==> src/rtl/mem_arbiter.sv <==
// Two-requester arbiter for the tagged main-memory port: icache misses and dcache
// loads/stores share one command slot, and returning data is routed to its owner by tag.
module mem_arbiter #(
  parameter int NUM_TAGS     = 15,
  parameter int STARVE_LIMIT = 4,
  parameter int DATA_W       = 64
) (
  input  logic              clock,
  input  logic              reset,
  input  logic              ic_req_valid,
  input  logic [31:0]       ic_req_addr,
  output logic              ic_req_ready,
  input  logic              dc_req_valid,
  input  logic [1:0]        dc_req_cmd,
  input  logic [31:0]       dc_req_addr,
  input  logic [DATA_W-1:0] dc_req_data,
  output logic              dc_req_ready,
  input  logic              ic_flush,
  output logic [1:0]        proc2mem_command,
  output logic [31:0]       proc2mem_addr,
  output logic [DATA_W-1:0] proc2mem_data,
  input  logic [3:0]        mem2proc_transaction_tag,
  input  logic [DATA_W-1:0] mem2proc_data,
  input  logic [3:0]        mem2proc_data_tag,
  output logic              ic_resp_valid,
  output logic [DATA_W-1:0] ic_resp_data,
  output logic              dc_resp_valid,
  output logic [DATA_W-1:0] dc_resp_data,
  output logic [3:0]        dc_resp_tag,
  output logic [4:0]        outstanding_cnt,
  output logic              err_unexpected
);

  localparam logic [1:0] BUS_NONE  = 2'd0;
  localparam logic [1:0] BUS_LOAD  = 2'd1;
  localparam logic [1:0] BUS_STORE = 2'd2;
  localparam int         SW        = $clog2(STARVE_LIMIT + 1);

  typedef enum logic {DC_PRI, IC_PRI} pri_e;

  pri_e               pri;
  logic [SW-1:0]      starve_cnt;
  logic               err_q;
  logic [NUM_TAGS:1]  tag_valid, tag_dc, tag_sq;
  logic [NUM_TAGS:1]  valid_n, dc_n, sq_n;
  logic [4:0]         cnt;
  logic               full, ic_win, issue, accept, alloc;
  logic               hit, hit_dc, hit_sq;
  logic               unused_addr_lsbs;

  assign unused_addr_lsbs = ^ic_req_addr[2:0];

  function automatic logic [SW-1:0] sat_inc(input logic [SW-1:0] v);
    return (v == SW'(STARVE_LIMIT)) ? v : v + 1'b1;
  endfunction

  always_comb begin
    cnt = '0;
    for (int t = 1; t <= NUM_TAGS; t++) cnt = cnt + 5'(tag_valid[t]);
  end

  always_comb begin
    full   = (cnt == 5'(NUM_TAGS));
    ic_win = ic_req_valid & (~dc_req_valid | (pri == IC_PRI));
    issue  = reset & ~full & (ic_req_valid | dc_req_valid);
    accept = issue & (mem2proc_transaction_tag != 4'd0);
    // Stores get no table entry because memory never answers them.
    alloc  = accept & (ic_win | (dc_req_cmd == BUS_LOAD));
  end

  always_comb begin
    hit    = 1'b0;
    hit_dc = 1'b0;
    hit_sq = 1'b0;
    for (int t = 1; t <= NUM_TAGS; t++) begin
      if (mem2proc_data_tag == 4'(t) && tag_valid[t]) begin
        hit    = 1'b1;
        hit_dc = tag_dc[t];
        hit_sq = tag_sq[t];
      end
    end
  end

  // Retire first, then allocate, so a tag reused in the same cycle keeps the new entry.
  always_comb begin
    valid_n = tag_valid;
    dc_n    = tag_dc;
    sq_n    = tag_sq;
    for (int t = 1; t <= NUM_TAGS; t++) begin
      if (mem2proc_data_tag == 4'(t)) valid_n[t] = 1'b0;
      if (ic_flush && tag_valid[t] && !tag_dc[t]) sq_n[t] = 1'b1;
      if (alloc && mem2proc_transaction_tag == 4'(t)) begin
        valid_n[t] = 1'b1;
        dc_n[t]    = ~ic_win;
        sq_n[t]    = 1'b0;
      end
    end
  end

  always_comb begin
    proc2mem_command = BUS_NONE;
    proc2mem_addr    = '0;
    proc2mem_data    = '0;
    if (issue) begin
      proc2mem_command = ic_win ? BUS_LOAD : dc_req_cmd;
      proc2mem_addr    = ic_win ? {ic_req_addr[31:3], 3'b000} : dc_req_addr;
      if (!ic_win && dc_req_cmd == BUS_STORE) proc2mem_data = dc_req_data;
    end
    ic_req_ready    = accept & ic_win;
    dc_req_ready    = accept & ~ic_win;
    ic_resp_valid   = reset & hit & ~hit_dc & ~hit_sq;
    ic_resp_data    = ic_resp_valid ? mem2proc_data : '0;
    dc_resp_valid   = reset & hit & hit_dc;
    dc_resp_data    = dc_resp_valid ? mem2proc_data : '0;
    dc_resp_tag     = dc_resp_valid ? mem2proc_data_tag : 4'd0;
    outstanding_cnt = reset ? cnt : 5'd0;
    err_unexpected  = reset & err_q;
  end

  always_ff @(posedge clock) begin
    if (!reset) begin
      tag_valid  <= '0;
      tag_dc     <= '0;
      tag_sq     <= '0;
      pri        <= DC_PRI;
      starve_cnt <= '0;
      err_q      <= 1'b0;
    end else begin
      tag_valid <= valid_n;
      tag_dc    <= dc_n;
      tag_sq    <= sq_n;
      if (mem2proc_data_tag != 4'd0 && !hit) err_q <= 1'b1;
      if (ic_req_ready) begin
        starve_cnt <= '0;
        pri        <= DC_PRI;
      end else if (ic_req_valid) begin
        if (pri == DC_PRI && starve_cnt == SW'(STARVE_LIMIT - 1)) pri <= IC_PRI;
        starve_cnt <= sat_inc(starve_cnt);
      end
    end
  end

endmodule

==> config.mk <==
export PLATFORM = sky130hd
export DESIGN_NAME = mem_arbiter
export DESIGN_NICKNAME = d
export VERILOG_FILES = /design/src/rtl/mem_arbiter.sv
export SDC_FILE = /design/constraint.sdc
export NUM_CORES = 1
export LEC_CHECK = 0
export ABC_AREA = 1
export ABC_CLOCK_PERIOD_IN_PS = 10100
export CAP_MARGIN = 20
export CELL_PAD_IN_SITES_DETAIL_PLACEMENT = 2
export CELL_PAD_IN_SITES_GLOBAL_PLACEMENT = 2
export CORE_MARGIN = 4
export CORE_UTILIZATION = 15
export CTS_BUF_LIST = sky130_fd_sc_hd__clkbuf_8
export CTS_CLUSTER_SIZE = 40
export DETAILED_ROUTE_END_ITERATION = 6
export MAX_ROUTING_LAYER = met4
export PLACE_DENSITY_LB_ADDON = 0.2
export SLEW_MARGIN = 20
export SYNTH_ARGS = -nofsm -noshare
export SYNTH_HDL_FRONTEND = slang
export SYNTH_SLANG_ARGS = --single-unit
==> constraint.sdc <==
create_clock -name clock -period 10.1 [get_ports clock]
set_input_delay 2.02 -clock clock [delete_from_list [all_inputs] [get_ports clock]]
set_output_delay 2.02 -clock clock [all_outputs]
set_load 0.02 [all_outputs]
==> out/results.tsv <==
metric	value	unit
run status	finished, final reports clean	
register area share after synthesis	19.98	%
area grow syn2layout	98.50	%
DR WL/cell	18.56	um
FF+latch count, synth	50	
asr flop ratio synth	0	%
gate count of the mapped netlist	881	
core footprint	0.03270	mm2
port bufs	442	
slowest stage delay, CP	0.78	ns
Worst-Skew Late Latency	0.33	ns
RSZ-0062 raised after global routing	false	
Max IR drop VDD	0.03781	mV
# IOs	447	
# rows	66	
reg2reg setup slack	4.26	ns
setup TNS after final layout	0	ns
Die Span Y	190.8	um
Layout Cells excl Fill	1743	
post-route ant nets	0	
largest net degree at the start of global routing	66	
placed instance area	0.009849	mm2
drt drc	0	
CP required	8.08	ns
final net count	1516	
post-CTS setup buffer count	0	
clock sinks	50	
Final Hold Viols	0	
top area cells in the synthesized netlist	dfxtp_1 (20%), nor2_1 (17%), nand2_1 (15%), nor2_4 (11%), inv_1 (10%)	
Synth cell types	30	
share of post-route cells with drive strength above 1	5.951	%
minimum clock period	8.381	ns
design area	0.009945	mm2
clock root buffer	clkbuf_8	
CTS-repair resized insts	0	
TritonCTS Buffers	5	
YS warnings	0	
Synth Flop Type	dfxtp_1	
DR vias	7046	
Lkg Pwr	3.956	nW
Syn Area/Cell	5.686	um2
Critical Path AT	6.36	ns
first-pass GRT wire length	46.26	mm
Clock Skew	0.008477	ns
synthesized area	0.005010	mm2
PD cells	54.08	mW/mm2
worst min path class	reg -> reg	
max_cap viols	0	
initial core utilization	15.32	%
Die X	190.8	um
gr usage total	17.19	%
H-tree levels	2	
worst-path cell chain	fa_1 > fa_1 > fa_1 > inv_1 > fa_1 > inv_1 > fa_1 > inv_1 > fa_1 > nor2_1 > a31oi_1 > o21ai_4 > buf_4 > clkinv_2 > nand2_1 > nor2_1 > clkdlybuf4s50_1	
EDFF count, synth	0	
most common cell in the netlist	nor2_1	
crit-path most repeated cell	fa_1	
Peak Freq	119.3	MHz
Setup crit end kind	output port	
Slew HR	31.99	%
Clock Pin Slew Worst Setup and Hold Paths	0.09	ns
GRT overflow	0	
router iterations before antenna repair	4	
largest area contributor in the netlist	dfxtp_1	
commonest cells in the netlist	nor2_1 (233), nand2_1 (195), inv_1 (135)	
Yosys top cell area share	19.98	%
CTS max path bufs	2	
CP max FO	65	
# setup viols final	0	
Hold-fix buffers, CTS	0	
via/cell ratio	4.042	
CP max stage cell	clkinv_2	
hold slack	0.4664	ns
count of buffer and inverter cells on the critical path	6	
Pins Over Slew Limit	0	
Layout Utilization	30.41	%
CTS tree	yes	
CP Class	reg -> out	
initial antenna violation count	6	
Post-Route WL	32.34	mm
Die Area	0.03639	mm2
startpoint types	register	
Placed Cells incl. Taps	1729	
Worst-Margin Slew	1.019	ns
Final period util	82.98	%
Largest delay share family, worst path	adder cells	
Starting DRT DRC Count	150	
DP Wirelength	27.52	mm
post-synth net total	1103	
vias in the first global route	7531	
Final GP Congestion	0.7682	
-- cells by family after synthesis --
group	after synthesis	share of synthesized area, %
and+or+nand+nor	527	48.65
DFF	50	19.98
buffers and inverters	184	15.36
xor gates and xnor gates	1	0.1749
AOI/OAI and AO/OA	103	10.51
other	1	0.07485
adders and majority gates	15	5.245
-- per-layer routing --
metal | up-vias | GRT usage [%] | part of all wire (%)
li1 | 3464 | - | -
met4 | 0 | 1.796 | 0.53
met2 | 290 | 31.67 | 52
met3 | 8 | 7.323 | 11
met5 | - | - | 0
met1 | 3284 | 17.63 | 37
-- worst register-to-register path, cell delays in order, from the launching register on --
cell and delay, ns:
dfxtp_1 0.38, fa_1 0.61, fa_1 0.44, fa_1 0.53
inv_1 0.06, fa_1 0.49, inv_1 0.05, fa_1 0.39
inv_1 0.10, fa_1 0.42, nor2_1 0.12, a31oi_1 0.13
o21ai_4 0.07, buf_4 0.39, clkinv_2 0.80, nand2_1 0.38
o21ai_0 0.23, a21oi_1 0.18
-- worst paths after layout --
kind | start | end | cells after the start
worst max-delay path | tag_valid[1] | dc_req_ready | 17
worst min-delay path | err_q | err_q | 2
worst max register to register | tag_valid[1] | starve_cnt[1] | 17
worst min register to register | err_q | err_q | 2
-- power by group --
part	switching, W	total [W]	internal [W]
clock network	0.0000726	0.000119	0.0000460
logic	0.000106	0.000218	0.000112
registers	0.00000179	0.000201	0.000199
total	0.000180	0.000538	0.000358
-- metrics by stage --
stage	power, W	setup slack, ns
floorplan	0.0002898	3.550
global placement	0.0004244	2.004
detailed placement	0.0004282	1.986
CTS	0.0005512	1.605
global route	0.0005742	1.288
finish	0.0005378	1.719
-- placed cells by master, fill, tap and decap left out, types with 2 or more instances in the layout --
master,netlist,layout
inv_1,135,136
a21oi_1,75,75
nand4_1,3,3
inv_2,2,2
nor3_1,20,20
buf_12,0,2
nor2_1,233,233
nand2_2,1,2
or2_0,2,2
a31oi_1,6,6
nand3_1,15,15
clkbuf_8,0,5
ha_1,5,5
buf_4,3,8
dfxtp_1,50,50
or2_2,3,3
o21ai_0,20,20
clkdlybuf4s50_1,0,442
nor2_2,2,2
nor2_4,51,51
fa_1,10,10
nand2_1,195,194
diode_2,0,7
-- sequential cells by signal, indices dropped and copies added, names as in the netlist --
name,cells
pri,1
tag_valid,15
tag_sq,15
tag_dc,15
err_q,1
starve_cnt,3
-- layout make-up --
type | count | area (um2)
clock buffer | 5 | 68.82
timing repair buffer | 452 | 4524
multi-input combinational | 647 | 3253
inverter | 138 | 519.2
sequential | 50 | 1001
tap | 442 | 553.0
fill | 3992 | 22760
clock inverter | 2 | 7.507
antenna | 7 | 17.52
Note: power is estimated with default switching activity, not from simulation.
